--- src/rtl/imm_decode_stage.sv ---
// imm_decode_stage: decode-stage sequencer for the immediate path.
//   Accepts fetched instructions over valid/ready, classifies the opcode,
//   computes the sign-extended immediate at the input and stores it with the
//   entry in a 2-entry elastic buffer (head + skid) feeding the execute stage.
// Ports:
//   clk_i, reset_i (sync, active-high), flush_i
//   in_valid_i / in_ready_o, instr_i, pc_i               (fetch side)
//   out_valid_o / out_ready_i, instr_o, pc_o, imm_o,
//   imm_src_o, has_imm_o, illegal_o                      (execute side)
// Optional feature macro: IMM_DECODE_ILLEGAL_EN (flags unrecognised opcodes
//   on illegal_o; when undefined illegal_o is tied 0 and no bit is stored).

package imm_decode_pkg;
  localparam int unsigned XLEN = 32;

  typedef enum logic [2:0] {
    CONTROL_IMM_SRC_I_TYPE = 3'd0,
    CONTROL_IMM_SRC_S_TYPE = 3'd1,
    CONTROL_IMM_SRC_B_TYPE = 3'd2,
    CONTROL_IMM_SRC_U_TYPE = 3'd3,
    CONTROL_IMM_SRC_J_TYPE = 3'd4
  } control_imm_source_e;

  typedef struct packed {
    logic [XLEN-1:0]     instr;
    logic [XLEN-1:0]     pc;
    logic [XLEN-1:0]     imm;
    control_imm_source_e src;
    logic                has_imm;
`ifdef IMM_DECODE_ILLEGAL_EN
    logic                illegal;
`endif
  } entry_t;
endpackage

// Immediate generator: bit-shuffle and sign-extend per immediate format.
module imm_generator
  import imm_decode_pkg::*;
(
  input  logic [31:7]         instr_i,
  input  control_imm_source_e src_i,
  output logic [XLEN-1:0]     imm_o
);
  always_comb begin
    imm_o = '0;
    case (src_i)
      CONTROL_IMM_SRC_I_TYPE: imm_o = {{20{instr_i[31]}}, instr_i[31:20]};
      CONTROL_IMM_SRC_S_TYPE: imm_o = {{20{instr_i[31]}}, instr_i[31:25], instr_i[11:7]};
      CONTROL_IMM_SRC_B_TYPE: imm_o = {{19{instr_i[31]}}, instr_i[31], instr_i[7],
                                       instr_i[30:25], instr_i[11:8], 1'b0};
      CONTROL_IMM_SRC_U_TYPE: imm_o = {instr_i[31:12], 12'b0};
      CONTROL_IMM_SRC_J_TYPE: imm_o = {{11{instr_i[31]}}, instr_i[31], instr_i[19:12],
                                       instr_i[20], instr_i[30:21], 1'b0};
      default:                imm_o = '0;
    endcase
  end
endmodule

module imm_decode_stage
  import imm_decode_pkg::*;
#(
  parameter logic [31:0] NOP_INSTR = 32'h0000_0013,
  parameter logic [31:0] RESET_PC  = 32'h0000_0000
) (
  input  logic                clk_i,
  input  logic                reset_i,
  input  logic                flush_i,
  input  logic                in_valid_i,
  output logic                in_ready_o,
  input  logic [XLEN-1:0]     instr_i,
  input  logic [XLEN-1:0]     pc_i,
  output logic                out_valid_o,
  input  logic                out_ready_i,
  output logic [XLEN-1:0]     instr_o,
  output logic [XLEN-1:0]     pc_o,
  output logic [XLEN-1:0]     imm_o,
  output control_imm_source_e imm_src_o,
  output logic                has_imm_o,
  output logic                illegal_o
);

  typedef enum logic [1:0] {
    ST_EMPTY = 2'd0,
    ST_ONE   = 2'd1,
    ST_FULL  = 2'd2
  } state_e;

  state_e              state_q, state_d;
  entry_t              head_q, head_d;
  entry_t              skid_q, skid_d;
  logic                out_valid_q, out_valid_d;
  logic                in_ready_q, in_ready_d;

  control_imm_source_e dec_src;
  logic                dec_has_imm;
  logic                dec_known;
  logic [XLEN-1:0]     gen_imm;
  entry_t              new_entry;
  entry_t              reset_entry;
  logic                in_xfer;
  logic                out_xfer;

  // Head contents while nothing is valid.
  always_comb begin
    reset_entry       = '0;
    reset_entry.instr = NOP_INSTR;
    reset_entry.pc    = RESET_PC;
    reset_entry.src   = CONTROL_IMM_SRC_I_TYPE;
  end

  // Opcode classification at the input.
  always_comb begin
    dec_src     = CONTROL_IMM_SRC_I_TYPE;
    dec_has_imm = 1'b0;
    dec_known   = 1'b1;
    case (instr_i[6:0])
      7'b0010011, 7'b0000011, 7'b1100111, 7'b1110011: dec_has_imm = 1'b1;
      7'b0100011: begin dec_src = CONTROL_IMM_SRC_S_TYPE; dec_has_imm = 1'b1; end
      7'b1100011: begin dec_src = CONTROL_IMM_SRC_B_TYPE; dec_has_imm = 1'b1; end
      7'b0110111, 7'b0010111: begin dec_src = CONTROL_IMM_SRC_U_TYPE; dec_has_imm = 1'b1; end
      7'b1101111: begin dec_src = CONTROL_IMM_SRC_J_TYPE; dec_has_imm = 1'b1; end
      7'b0110011: dec_has_imm = 1'b0;
      default:    dec_known   = 1'b0;
    endcase
  end

  imm_generator u_imm_gen (
    .instr_i (instr_i[31:7]),
    .src_i   (dec_src),
    .imm_o   (gen_imm)
  );

  // Entry as it will be stored; no-immediate forms store imm=0.
  always_comb begin
    new_entry         = '0;
    new_entry.instr   = instr_i;
    new_entry.pc      = pc_i;
    new_entry.src     = dec_src;
`ifdef IMM_DECODE_ILLEGAL_EN
    new_entry.illegal = ~dec_known | (instr_i[1:0] != 2'b11);
    new_entry.has_imm = dec_has_imm & ~new_entry.illegal;
`else
    new_entry.has_imm = dec_has_imm & dec_known;
`endif
    new_entry.imm     = new_entry.has_imm ? gen_imm : '0;
  end

  assign in_xfer  = in_valid_i & in_ready_q;
  assign out_xfer = out_valid_q & out_ready_i;

  // Next-state and buffer update.
  always_comb begin
    state_d = state_q;
    head_d  = head_q;
    skid_d  = skid_q;
    case (state_q)
      ST_EMPTY: begin
        if (in_xfer) begin
          head_d  = new_entry;
          state_d = ST_ONE;
        end
      end
      ST_ONE: begin
        if (in_xfer && !out_xfer) begin
          skid_d  = new_entry;
          state_d = ST_FULL;
        end else if (in_xfer && out_xfer) begin
          head_d  = new_entry;
        end else if (out_xfer) begin
          head_d  = reset_entry;
          state_d = ST_EMPTY;
        end
      end
      ST_FULL: begin
        if (out_xfer) begin
          head_d  = skid_q;
          skid_d  = reset_entry;
          state_d = ST_ONE;
        end
      end
      default: begin
        head_d  = reset_entry;
        skid_d  = reset_entry;
        state_d = ST_EMPTY;
      end
    endcase
    // Redirect drops everything, including a same-cycle accept.
    if (flush_i) begin
      head_d  = reset_entry;
      skid_d  = reset_entry;
      state_d = ST_EMPTY;
    end
    out_valid_d = (state_d != ST_EMPTY);
    in_ready_d  = (state_d != ST_FULL);
  end

  always_ff @(posedge clk_i) begin
    if (reset_i) begin
      state_q     <= ST_EMPTY;
      head_q      <= reset_entry;
      skid_q      <= reset_entry;
      out_valid_q <= 1'b0;
      in_ready_q  <= 1'b1;
    end else begin
      state_q     <= state_d;
      head_q      <= head_d;
      skid_q      <= skid_d;
      out_valid_q <= out_valid_d;
      in_ready_q  <= in_ready_d;
    end
  end

  assign out_valid_o = out_valid_q;
  assign in_ready_o  = in_ready_q;
  assign instr_o     = head_q.instr;
  assign pc_o        = head_q.pc;
  assign imm_o       = head_q.imm;
  assign imm_src_o   = head_q.src;
  assign has_imm_o   = head_q.has_imm;
`ifdef IMM_DECODE_ILLEGAL_EN
  assign illegal_o   = head_q.illegal;
`else
  assign illegal_o   = 1'b0;
`endif

endmodule

--- config.mk ---
export PLATFORM = sky130hd
export DESIGN_NAME = imm_decode_stage
export DESIGN_NICKNAME = d
export VERILOG_FILES = /design/src/rtl/imm_decode_stage.sv
export SDC_FILE = /design/constraint.sdc
export NUM_CORES = 1
export LEC_CHECK = 0
export BUFFER_PORTS_ARGS = -buffer_cell sky130_fd_sc_hd__buf_2
export CAP_MARGIN = 20
export CORE_ASPECT_RATIO = 0.6
export CORE_MARGIN = 2
export CORE_UTILIZATION = 40
export CTS_BUF_LIST = sky130_fd_sc_hd__clkbuf_4 sky130_fd_sc_hd__clkbuf_8
export DETAILED_ROUTE_END_ITERATION = 10
export PLACE_DENSITY = 0.59
export SYNTH_ARGS = -nofsm -noshare
export SYNTH_HDL_FRONTEND = slang
export SYNTH_HIERARCHICAL = 1
export SYNTH_SLANG_ARGS = --single-unit
--- constraint.sdc ---
create_clock -name clk_i -period 3.5 [get_ports clk_i]
set_input_delay 1.05 -clock clk_i [delete_from_list [all_inputs] [get_ports clk_i]]
set_output_delay 1.05 -clock clk_i [all_outputs]
set_load 0.02 [all_outputs]
Yosys cells after proc, flatten, opt, wreduce, memory -nomap -nowiden
Index checks and enable logic that the tools add are counted.
{ "word_totals": {"reg_bits": 204, "latchBits": 0, "ramBits": 0, "rom_bits": 0, "input_bits": 69, "out_inout_bits": 103, "word_cells": 71, "n_memories": 0} }
{ "classes": {"addsub": 0, "mul": 0, "div_mod_pow": 0, "n_lt_le_gt_ge": 0, "eq_ne": 22, "shifts": 0, "n_mux": 20, "bitwise": 4, "reduce_logical": 12} }
{ "ops": {"columns": ["cell", "count"], "rows": [
  ["100-bit 2-to-1 mux", 6],
  ["100-bit one-hot mux with 3 select lines", 2],
  ["32-bit one-hot mux with 5 select lines", 1],
  ["32-bit 2-to-1 mux", 1],
  ["7-bit equality test, second input constant", 4],
  ["7-bit by 6-bit equality test with 1-bit output, second input constant", 3],
  ["7-bit by 5-bit equality test with 1-bit output, second input constant", 2],
  ["2-bit 2-to-1 mux", 6],
  ["3-bit one-hot mux with 4 select lines", 1],
  ["2-bit inequality test, second input constant", 5],
  ["10-bit OR reduction", 1],
  ["9-bit OR reduction", 1],
  ["7-bit by 2-bit equality test with 1-bit output, second input constant", 1],
  ["3-bit by 2-bit equality test with 1-bit output, second input constant", 2],
  ["2-bit one-hot mux with 3 select lines", 1],
  ["4-bit AND reduction", 1],
  ["2-bit OR reduction", 2],
  ["1-bit bitwise AND", 3],
  ["3-bit by 1-bit equality test with 1-bit output, second input constant", 1],
  ["3-bit equality test, second input constant", 1],
  ["3-bit zero test", 1],
  ["3-bit inequality test, second input constant", 1],
  ["3-bit AND reduction", 1],
  ["2-bit by 1-bit equality test with 1-bit output, second input constant", 1],
  ["other kinds (7)", 9]
]} }

Longest topological paths before layout
Gate-level depths: netlist of the first run.
{ "depth": {"word_depth": 9, "mapped_depth": 9, "mapped_depth_nobuf": 6} }

Modules after synthesis
The synthesis of the first run kept the hierarchy.
{ "modules_own_cells": {"columns": ["mod", "n_inst", "cells_per_inst", "area_each_um2", "seq_area_each_um2"], "rows": [
  ["imm_decode_stage", 1, 900, 8285.4, 4083.9],
  ["imm_generator", 1, 94, 540.5, 0.0]
]} }

Worst setup path after synthesis of the first run
Ideal clock, no wire load.
{ "synth_timing": {"path_type": "input-to-reg", "start": "input instr_i[4]", "end": "register head_q, in the netlist imm_o[11]", "setup_ps": 122, "arrival_time_ps": 3123, "t_required_ps": 3378, "path_slack_ps": 255, "cell_stages": 9, "path_buffers": 3, "cell_sequence": "buf_2 > or3b_2 > a2111oi_4 > buf_2 > nor2b_1 > buf_2 > a21oi_1 > o32ai_1 > a221o_1"} }
{ "synth_via": {"elab_chain_len": 9, "elab_cells_between_ends": 28, "cone_classes": "14 x eq/ne; 9 x mux; 1 x bitwise; 4 x reduce/logical"} }
{ "synth_lines": {"columns": ["item", "line", "rtl"], "rows": [
  ["from (decl)", "70", "input logic [XLEN-1:0] instr_i,"],
  ["7-bit by 6-bit equality test with 1-bit output or 7-bit by 5-bit equality test with 1-bit output (tied branches)", "116", "case (instr_i[6:0])"],
  ["2-bit OR reduction", "116", null],
  ["3-bit one-hot mux with 4 select lines *", "116", null],
  ["via dec_src[0]", "94", "control_imm_source_e dec_src;"],
  ["3-bit equality test, or another cell as far along", "46", "case (src_i)"],
  ["32-bit one-hot mux with 5 select lines *", "46", null],
  ["via gen_imm[11]", "97", "logic [XLEN-1:0] gen_imm;"],
  ["32-bit 2-to-1 mux *", "145", "new_entry.imm = new_entry.has_imm ? gen_imm : '0;"],
  ["100-bit 2-to-1 mux", "167", "end else if (in_xfer && out_xfer) begin"],
  ["100-bit 2-to-1 mux", "164", "if (in_xfer && !out_xfer) begin"],
  ["100-bit one-hot mux with 3 select lines *", "156", "case (state_q)"],
  ["to (signal assigned)", "200", "head_q <= reset_entry;"],
  ["to (decl)", "89", "entry_t head_q, head_d;"]
]} }
The timed path passes the listed nets; every way through them passes the cells marked *. The select of a mux whose other input is x is not followed.
A chain may end at the register's enable or synchronous reset.

Worst setup path after layout of the first run
{ "layout_timing": {"start": "input instr_i[5]", "end": "register head_q, in the netlist imm_o[26]"} }
Same word-level chain as after synthesis.

==> impl_metrics.py, run 1 <==
metrics = {
    "run_status": {
        "status": "completed",
    },
    "floorplan": {
        "die_area_mm2": 0.0233,
        "die_h_um": 119,
        "initial_core_util": 0.404,
        "core_area_mm2": 0.0219,
        "std_cell_rows": 42,
        "die_x_um": 196,
        "io_pins": 172,
    },
    "cells_and_area": {
        "fillers": 2126,
        "final_cell_mix": "dfxtp_1, buf_2, a21oi_1, o21ai_0, nand2_1",
        "area_growth_pct": 19.9,
        "drive_above_1_share": 0.251,
        "layout_commonest_cell": "dfxtp_1",
        "diodes": 0,
        "final_util": 0.484,
        "nNetsFinal": 1196,
        "finish.instance_area_mm2": 0.0106,
    },
    "routing": {
        "drc": 0,
        "drt.antenna.violating_nets": 0,
        "vias": 8256,
        "routedWlPerCell_um": 19.8,
        "drt_iter0_markers": 738,
        "via_per_inst": 5.75,
        "first_pass_iters": 5,
        "wl_um": 28400,
    },
    "timing": {
        "fmax_mhz": 350,
        "slew_violations": 0,
        "whs_ns": 0.459,
        "post-route-period-util": 0.817,
        "relSlewSlack": 0.443,
        "hold_viol": 0,
        "setup_viol": 0,
        "skew_ns": 0.0118,
        "worstMarginPinSlew_ns": 0.833,
        "finalCriticalPeriod_ns": 2.86,
        "grt_setup_unrepaired": "false",
        "post-route-worst-setup-slack_ns": 0.640,
        "timing.setup.tns_ns": 0,
    },
    "global_route": {
        "grt_pass1_vias": 7468,
        "grt-busiest-layer": "met1",
        "grt_usage": 0.239,
        "overflow": 0,
        "antenna_found_initial": 2,
        "grt_pass1_wl_um": 44600,
        "globalRouteMet1Util": 0.383,
        "grt_use_met2": 0.320,
        "grt_max_degree": 64,
        "grt_use_met3": 0.0541,
    },
    "place": {
        "dp_slack_ns": 0.135,
        "gp_congestion": 0.781,
        "hpwl_um": 18100,
        "dpl_cell_area_mm2": 0.00986,
        "port_buffers": 170,
    },
    "flow_run": {
        "cap_violations": 0,
    },
    "critical_path": {
        "path_max_fanout": 14,
        "crit_required_ns": 3.90,
        "arrival_ns": 3.26,
        "cp-end-kind": "flop",
        "ff2ff_path_depth": 5,
        "start_kind": "input pin",
        "path_class": "in2reg",
    },
    "clock_tree": {
        "numCtsBuffers": 34,
        "cts-root-buf": "clkbuf_8",
        "clk_path_buf_depth": 3,
        "ctsResizeCount": 0,
        "h-tree-depth": 2,
        "cts_setup_buffers": 0,
        "clock_latency_ns": 0.52,
        "hold_buffers": 0,
        "clk_pin_slew_worst_paths_ns": 0.06,
        "cts_tree": "done",
        "clkSinkCount": 204,
    },
    "logic_synthesis": {
        "yosysTopAreaCell": "dfxtp_1",
        "syn_area_per_cell_um2": 8.88,
        "yosysWarnings": 6,
        "synth_area_leaders": "dfxtp_1, a21oi_1, o21ai_0",
        "ys_seq_area_frac": 0.463,
        "syn_inst": 994,
        "synth_xor_area_frac": 0,
        "synth-adder-area-share": 0.00128,
        "synth_area_mm2": 0.00883,
        "synthFlopType": "dfxtp_1",
        "synth_top_family_by_area": "compound AO/OA/AOI/OAI gates",
        "synth-seq-cells": 204,
        "yosys.area.top_type_share": 0.463,
        "ys_types": 57,
        "synth_edf_count": 0,
        "async_reset_ff_frac": 0,
        "syn-num-nets": 1063,
        "synth_simple_gate_area_frac": 0.166,
        "synthMuxAreaShare": 0.00624,
        "synth-compound-area-share": 0.303,
    },
    "hold_path": {
        "holdCritPathClass": "reg2reg",
        "holdPathStages": 1,
    },
    "power": {
        "max-vdd-ir-drop_uv": 214,
        "cellPowerDensity_mw_per_mm2": 489,
        "power_leakage_nw": 4.19,
    },
}
## final timing paths
path,start,end,slack (ns)
worst max-delay path,instr_i[5],imm_o[26],0.64
worst min-delay path,pc_o[17],pc_o[17],0.46
worst max register to register,out_valid_o,skid_q[89],1.22
worst min register to register,pc_o[17],pc_o[17],0.46
## per-layer routing
layer / vias to the layer above / part of all wire
met5: - / 0.00095
met4: 4 / 0.011
met3: 31 / 0.080
met2: 336 / 0.39
met1: 3949 / 0.51
li1: 3936 / -
## kinds of logic after synthesis
kind of cell,count (synthesis)
AOI/OAI and AO/OA,410
and+or+nand+nor,260
DFF,204
buffers and inverters,113
muxes,5
adders and majority gates,1
other,1
## sequential cells by signal, indices dropped and copies added, names as in the netlist
register	flops
imm_o	32
pc_o	32
out_valid_o	1
instr_o	32
state_q	2
in_ready_o	1
imm_src_o	3
has_imm_o	1
skid_q	100
## stage by stage
| step | cells | power, mW |
|---|---|---|
| final | 1435 | 5.17 |
| after floorplan | 994 | 2.76 |
| after global placement | 1377 | 2.98 |
| after global routing | 1435 | 5.37 |
| after detailed placement | 1377 | 2.98 |
| after CTS | 1435 | 5.21 |
## cell usage after synthesis, types with 3 or more instances
master and n:
a21o_1 3, buf_6 8, o21ai_0 100, buf_2 27, nor2b_1 9, nor3b_1 3, nand2b_1 10, o22ai_1 46
a22o_1 32, a21oi_1 122, nor4b_1 31, nor2_1 43, dfxtp_1 204, nand2_1 87, mux2_2 4, and3_1 3
buf_4 4, or3_1 3, a221o_1 35, inv_1 8, clkbuf_1 64, a22oi_1 32, nand3_1 6, and2_1 36
o2bb2ai_1 29, nand4b_1 5
## area by class of cell
class | count | area [um2] | share of cell area
clock inverters | 4 | 47.5 | 0.00449
inverters | 8 | 30.0 | 0.00284
well taps | 286 | 358 | 0.0338
flip-flops and latches | 204 | 4090 | 0.386
multi-input cells | 677 | 4270 | 0.404
clock buffers | 54 | 668 | 0.0632
repair buffers | 202 | 1120 | 0.105
## critical path: stages
cell and delay (ns):
buf_2 0.15, or3b_2 0.49, a2111oi_4 0.34, buf_4 0.25, maj3_2 0.30, nand2b_4 0.24, nand2_1 0.11, a221o_1 0.32
## power by group
| group | total [mW] | internal, mW | switching (mW) |
|---|---|---|---|
| Sequential | 2.40 | 2.37 | 0.0287 |
| Clock | 2.24 | 1.28 | 0.954 |
| Combinational | 0.540 | 0.171 | 0.369 |
Note: power is estimated with default switching activity, not from simulation.
==> run 2: changes to the inputs <==
==> constraint.sdc (replaced) <==
create_clock -name clk_i -period 2.8 [get_ports clk_i]
set_input_delay 0.84 -clock clk_i [delete_from_list [all_inputs] [get_ports clk_i]]
set_output_delay 0.84 -clock clk_i [all_outputs]
set_load 0.02 [all_outputs]
==> impl_metrics.py, run 2 (synthesis gave the netlist of run 1 again) <==
metrics = {
    "timing": {
        "fmax_mhz": 406,
        "setup_viol": 0,
        "post-route-period-util": 0.880,
        "hold_viol": 0,
        "skew_ns": 0.0126,
        "finalCriticalPeriod_ns": 2.46,
        "slew_violations": 0,
        "grt_setup_unrepaired": "false",
        "worstMarginPinSlew_ns": 1.05,
        "relSlewSlack": 0.295,
        "whs_ns": 0.456,
    },
    "power": {
        "power.switching_mw": 1.69,
        "clkPwrFrac": 0.429,
        "swShare": 0.261,
        "internal_power_mw": 4.79,
        "seqPwrFrac": 0.461,
        "power_leakage_nw": 4.32,
        "max-vdd-ir-drop_uv": 229,
        "cellPowerDensity_mw_per_mm2": 597,
        "p_comb_frac": 0.110,
    },
    "clock_tree": {
        "cts_tree": "done",
        "clk_pin_slew_worst_paths_ns": 0.06,
        "clock_latency_ns": 0.50,
        "ctsResizeCount": 0,
        "numCtsBuffers": 34,
        "cts-root-buf": "clkbuf_8",
        "clkSinkCount": 204,
        "cts_setup_buffers": 0,
        "hold_buffers": 0,
        "h-tree-depth": 2,
        "clk_path_buf_depth": 3,
    },
    "cells_and_area": {
        "drive_above_1_share": 0.271,
        "area_growth_pct": 23.1,
        "fillers": 2133,
        "register_area_mm2": 0.00409,
        "finish.instance_area_mm2": 0.0109,
        "final_cell_mix": "dfxtp_1, buf_2, a21oi_1, o21ai_0, nand2_1",
        "layout_commonest_cell": "dfxtp_1",
        "largest_reg_flops": 100,
        "diodes": 0,
        "top_register": "skid_q",
        "multiInputGateArea_mm2": 0.00431,
        "final_util": 0.497,
        "nNetsFinal": 1218,
    },
    "routing": {
        "routedWlPerCell_um": 20.1,
        "via_per_inst": 5.69,
        "first_pass_iters": 5,
        "drc": 0,
        "vias": 8288,
        "drt.antenna.violating_nets": 0,
        "wl_um": 29300,
        "drt_iter0_markers": 697,
    },
    "critical_path": {
        "path_class": "in2reg",
        "ff2ff_path_depth": 6,
        "crit_required_ns": 3.24,
        "cp-end-kind": "flop",
        "r2r_end": "imm_o[30]",
        "r2r-start": "state_q[1]",
        "path_max_fanout": 9,
        "start_kind": "input pin",
        "arrival_ns": 2.90,
        "ff2ff_setup_slack_ns": 0.55,
    },
    "place": {
        "gp_congestion": 0.826,
        "dpl_cell_area_mm2": 0.0102,
        "hpwl_um": 19200,
        "port_buffers": 170,
    },
    "global_route": {
        "grt_pass1_vias": 7684,
        "antenna_found_initial": 2,
        "grt_pass1_wl_um": 45100,
        "grt_max_degree": 108,
        "overflow": 0,
        "grt_usage": 0.246,
    },
    "floorplan": {
        "die_area_mm2": 0.0233,
        "initial_core_util": 0.404,
        "die_x_um": 196,
        "std_cell_rows": 42,
        "io_pins": 172,
        "die_h_um": 119,
        "core_area_mm2": 0.0219,
    },
    "flow_run": {
        "cap_violations": 0,
    },
    "run_status": {
        "status": "completed",
    },
    "hold_path": {
        "holdPathEnd": "pc_o[17]",
        "holdPathStages": 1,
        "holdCritPathClass": "reg2reg",
        "min-delay-start": "pc_o[17]",
    },
}
==> run 2: layout make-up <==
| type | count | area share |
|---|---|---|
| clock buffers | 53 | 0.0614 |
| multi-input cells | 677 | 0.396 |
| inverters | 8 | 0.00276 |
| repair buffers | 224 | 0.126 |
| clock inverters | 4 | 0.00438 |
| flip-flops and latches | 204 | 0.376 |
| well taps | 286 | 0.0329 |
==> run 2: metrics by stage <==
stage	TNS, ns	worst slack [ns]	instances	power (mW)
6_report	0	0.336	1456	6.48
5_1_grt	0	0.319	1456	6.77
4_1_cts	0	0.397	1456	6.55
3_5_place_dp	-2.86	-0.119	1399	3.76
3_3_place_gp	-1.14	-0.0648	1399	3.76
2_1_floorplan	-0.000431	-0.000431	994	3.46
==> run 2: layer usage <==
metal,vias up,global-route usage,routed length [um]
met5,-,0,16
met4,4,0.0511,344
met3,35,0.0603,2590
met2,318,0.332,11600
met1,3960,0.387,14800
li1,3971,-,-
==> run 2: worst max-delay path by stage <==
stage	startpoint	end	slack [ns]	depth (start not counted)
floorplan	instr_i[2]	imm_o[11]	-0.0004	9
global placement	instr_i[2]	imm_o[3]	-0.06	8
detailed placement	instr_i[2]	imm_o[11]	-0.12	9
CTS	instr_i[1]	imm_o[15]	0.40	9
global route	instr_i[2]	imm_o[3]	0.32	8
finish	instr_i[1]	imm_o[15]	0.34	9
==> run 2: power by group through the flow <==
stage               Combinational (mW)  Clock, mW  Sequential [mW]
global route                     0.767       3.00             3.00
detailed placement               0.704          0             3.05
floorplan                        0.353          0             3.11
global placement                 0.702          0             3.05
finish                           0.710       2.78             2.99
CTS                              0.708       2.85             2.99
==> run 2: worst max-delay path, cell delays in order <==
cell	delay [ns]
buf_2	0.11
nand2_1	0.29
a2111oi_4	0.05
buf_4	0.17
buf_4	0.14
nor2b_1	0.80
a21oi_2	0.09
o22ai_1	0.23
a221o_1	0.18
==> run 3: changes to the inputs <==
--- a/config.mk
+++ b/config.mk
@@ -10,9 +10,10 @@
 export CORE_ASPECT_RATIO = 0.6
 export CORE_MARGIN = 2
 export CORE_UTILIZATION = 40
-export CTS_BUF_LIST = sky130_fd_sc_hd__clkbuf_4 sky130_fd_sc_hd__clkbuf_8
+export CTS_BUF_LIST = sky130_fd_sc_hd__clkbuf_4 sky130_fd_sc_hd__clkbuf_8 sky130_fd_sc_hd__clkbuf_16
 export DETAILED_ROUTE_END_ITERATION = 10
 export PLACE_DENSITY = 0.59
+export REMOVE_ABC_BUFFERS = 1
 export SYNTH_ARGS = -nofsm -noshare
 export SYNTH_HDL_FRONTEND = slang
 export SYNTH_HIERARCHICAL = 1
==> impl_metrics.py, run 3 (synthesis gave the netlist of run 1 again) <==
metrics = {
    "clock_tree": {
        "cts_tree": "done",
        "clk_path_buf_depth": 3,
        "h-tree-depth": 1,
        "cts-root-buf": "clkbuf_16",
        "clkSinkCount": 204,
        "clk_pin_slew_worst_paths_ns": 0.06,
        "hold_buffers": 0,
        "ctsResizeCount": 0,
        "cts_setup_buffers": 0,
        "clock_latency_ns": 0.50,
        "numCtsBuffers": 21,
    },
    "floorplan": {
        "die_x_um": 196,
        "core_area_mm2": 0.0219,
        "io_pins": 172,
        "initial_core_util": 0.404,
        "std_cell_rows": 42,
        "die_h_um": 119,
        "die_area_mm2": 0.0233,
    },
    "routing": {
        "routedWlPerCell_um": 19.6,
        "drt_iter0_markers": 571,
        "wl_um": 28000,
        "vias": 8255,
        "first_pass_iters": 5,
        "drt.antenna.violating_nets": 0,
        "via_per_inst": 5.79,
        "drc": 0,
    },
    "global_route": {
        "grt-busiest-layer": "met1",
        "antenna_found_initial": 1,
        "grt_usage": 0.239,
        "grt_max_degree": 61,
        "overflow": 0,
        "grt_pass1_wl_um": 44600,
        "grt_use_met3": 0.0411,
        "globalRouteMet1Util": 0.369,
        "grt_pass1_vias": 7753,
        "grt_use_met2": 0.345,
    },
    "cells_and_area": {
        "final_cell_mix": "dfxtp_1, buf_2, a21oi_1, o21ai_0, nand2_1",
        "register_area_mm2": 0.00409,
        "fillers": 2094,
        "layout.cells.non_filler": 1426,
        "largest_reg_flops": 100,
        "nNetsFinal": 1197,
        "top_register": "skid_q",
        "layout_commonest_cell": "dfxtp_1",
        "finish.instance_area_mm2": 0.0108,
        "multiInputGateArea_mm2": 0.00429,
        "drive_above_1_share": 0.246,
        "area_growth_pct": 22.7,
        "diodes": 0,
    },
    "timing": {
        "setup_viol": 0,
        "relSlewSlack": 0.544,
        "hold_viol": 0,
        "fmax_mhz": 396,
        "slew_violations": 0,
        "finalCriticalPeriod_ns": 2.53,
        "post-route-period-util": 0.902,
        "whs_ns": 0.459,
        "skew_ns": 0.0103,
        "worstMarginPinSlew_ns": 0.682,
        "grt_setup_unrepaired": "false",
    },
    "power": {
        "cellPowerDensity_mw_per_mm2": 620,
        "seqPwrFrac": 0.446,
        "power.switching_mw": 1.67,
        "power_leakage_nw": 4.28,
        "swShare": 0.249,
        "clkPwrFrac": 0.450,
        "p_comb_frac": 0.104,
        "internal_power_mw": 5.04,
        "max-vdd-ir-drop_uv": 363,
    },
    "place": {
        "dp_cells": 1391,
        "dpl_cell_area_mm2": 0.0101,
        "port_buffers": 170,
        "hpwl_um": 18200,
        "gp_congestion": 0.830,
    },
    "critical_path": {
        "path_class": "in2reg",
        "path_max_fanout": 11,
        "ff2ff_path_depth": 5,
        "cp-end-kind": "flop",
        "r2r-start": "state_q[0]",
        "ff2ff_setup_slack_ns": 0.71,
        "start_kind": "input pin",
        "arrival_ns": 2.90,
        "crit_required_ns": 3.18,
        "r2r_end": "imm_o[7]",
    },
    "hold_path": {
        "holdPathEnd": "pc_o[20]",
        "holdPathStages": 1,
        "holdCritPathClass": "reg2reg",
        "min-delay-start": "pc_o[20]",
    },
    "run_status": {
        "status": "completed",
    },
    "flow_run": {
        "cap_violations": 0,
    },
}
==> run 3: per-layer routing <==
| layer | up-vias | share of wire |
|---|---|---|
| met4 | 2 | 0.017 |
| met2 | 318 | 0.40 |
| met1 | 3960 | 0.51 |
| li1 | 3938 | - |
| met5 | - | 0.00057 |
| met3 | 37 | 0.073 |
==> run 3: layout make-up <==
type | instances | area share
clock inverter | 8 | 0.0132
sequential | 204 | 0.377
clock buffer | 27 | 0.0544
tap | 286 | 0.0330
timing repair buffer | 216 | 0.123
multi-input combinational | 677 | 0.396
inverter | 8 | 0.00277
==> run 3: critical path: stages <==
cell and delay (ns):
buf_2 0.10, or3b_2 0.50, a2111oi_4 0.35, buf_4 0.23, maj3_2 0.24, nand2b_4 0.21, nand2_1 0.10, a221o_1 0.33
==> run 3: how the worst max path moves through the flow <==
stage / startpoint / to / slack (ns) / depth (start not counted)
after detailed placement: instr_i[4] / imm_o[30] / -0.23 / 8
after global placement: instr_i[4] / imm_o[27] / -0.20 / 8
after global routing: instr_i[4] / imm_o[20] / 0.18 / 8
after CTS: instr_i[4] / imm_o[30] / 0.28 / 8
after floorplan: state_q[1] / imm_o[0] / -1.25 / 4
final: instr_i[4] / imm_o[30] / 0.27 / 8
==> run 3: power by group through the flow <==
| stage | Clock (mW) | Combinational, mW | Sequential [mW] |
|---|---|---|---|
| 2_1_floorplan | 0 | 0.295 | 3.11 |
| 3_3_place_gp | 0 | 0.688 | 3.06 |
| 3_5_place_dp | 0 | 0.689 | 3.06 |
| 4_1_cts | 3.07 | 0.692 | 3.00 |
| 5_1_grt | 3.19 | 0.760 | 3.00 |
| 6_report | 3.02 | 0.696 | 3.00 |
==> run 3: per-stage QoR <==
stage                     worst slack (ns)  setup TNS (ns)  power (mW)   util
after global placement              -0.196           -6.20        3.75  0.462
after detailed placement            -0.225           -6.04        3.75  0.462
after global routing                 0.180               0        6.95  0.496
after floorplan                      -1.25         -163.82        3.41      -
after CTS                            0.276               0        6.76  0.496
final                                0.274               0        6.71  0.496
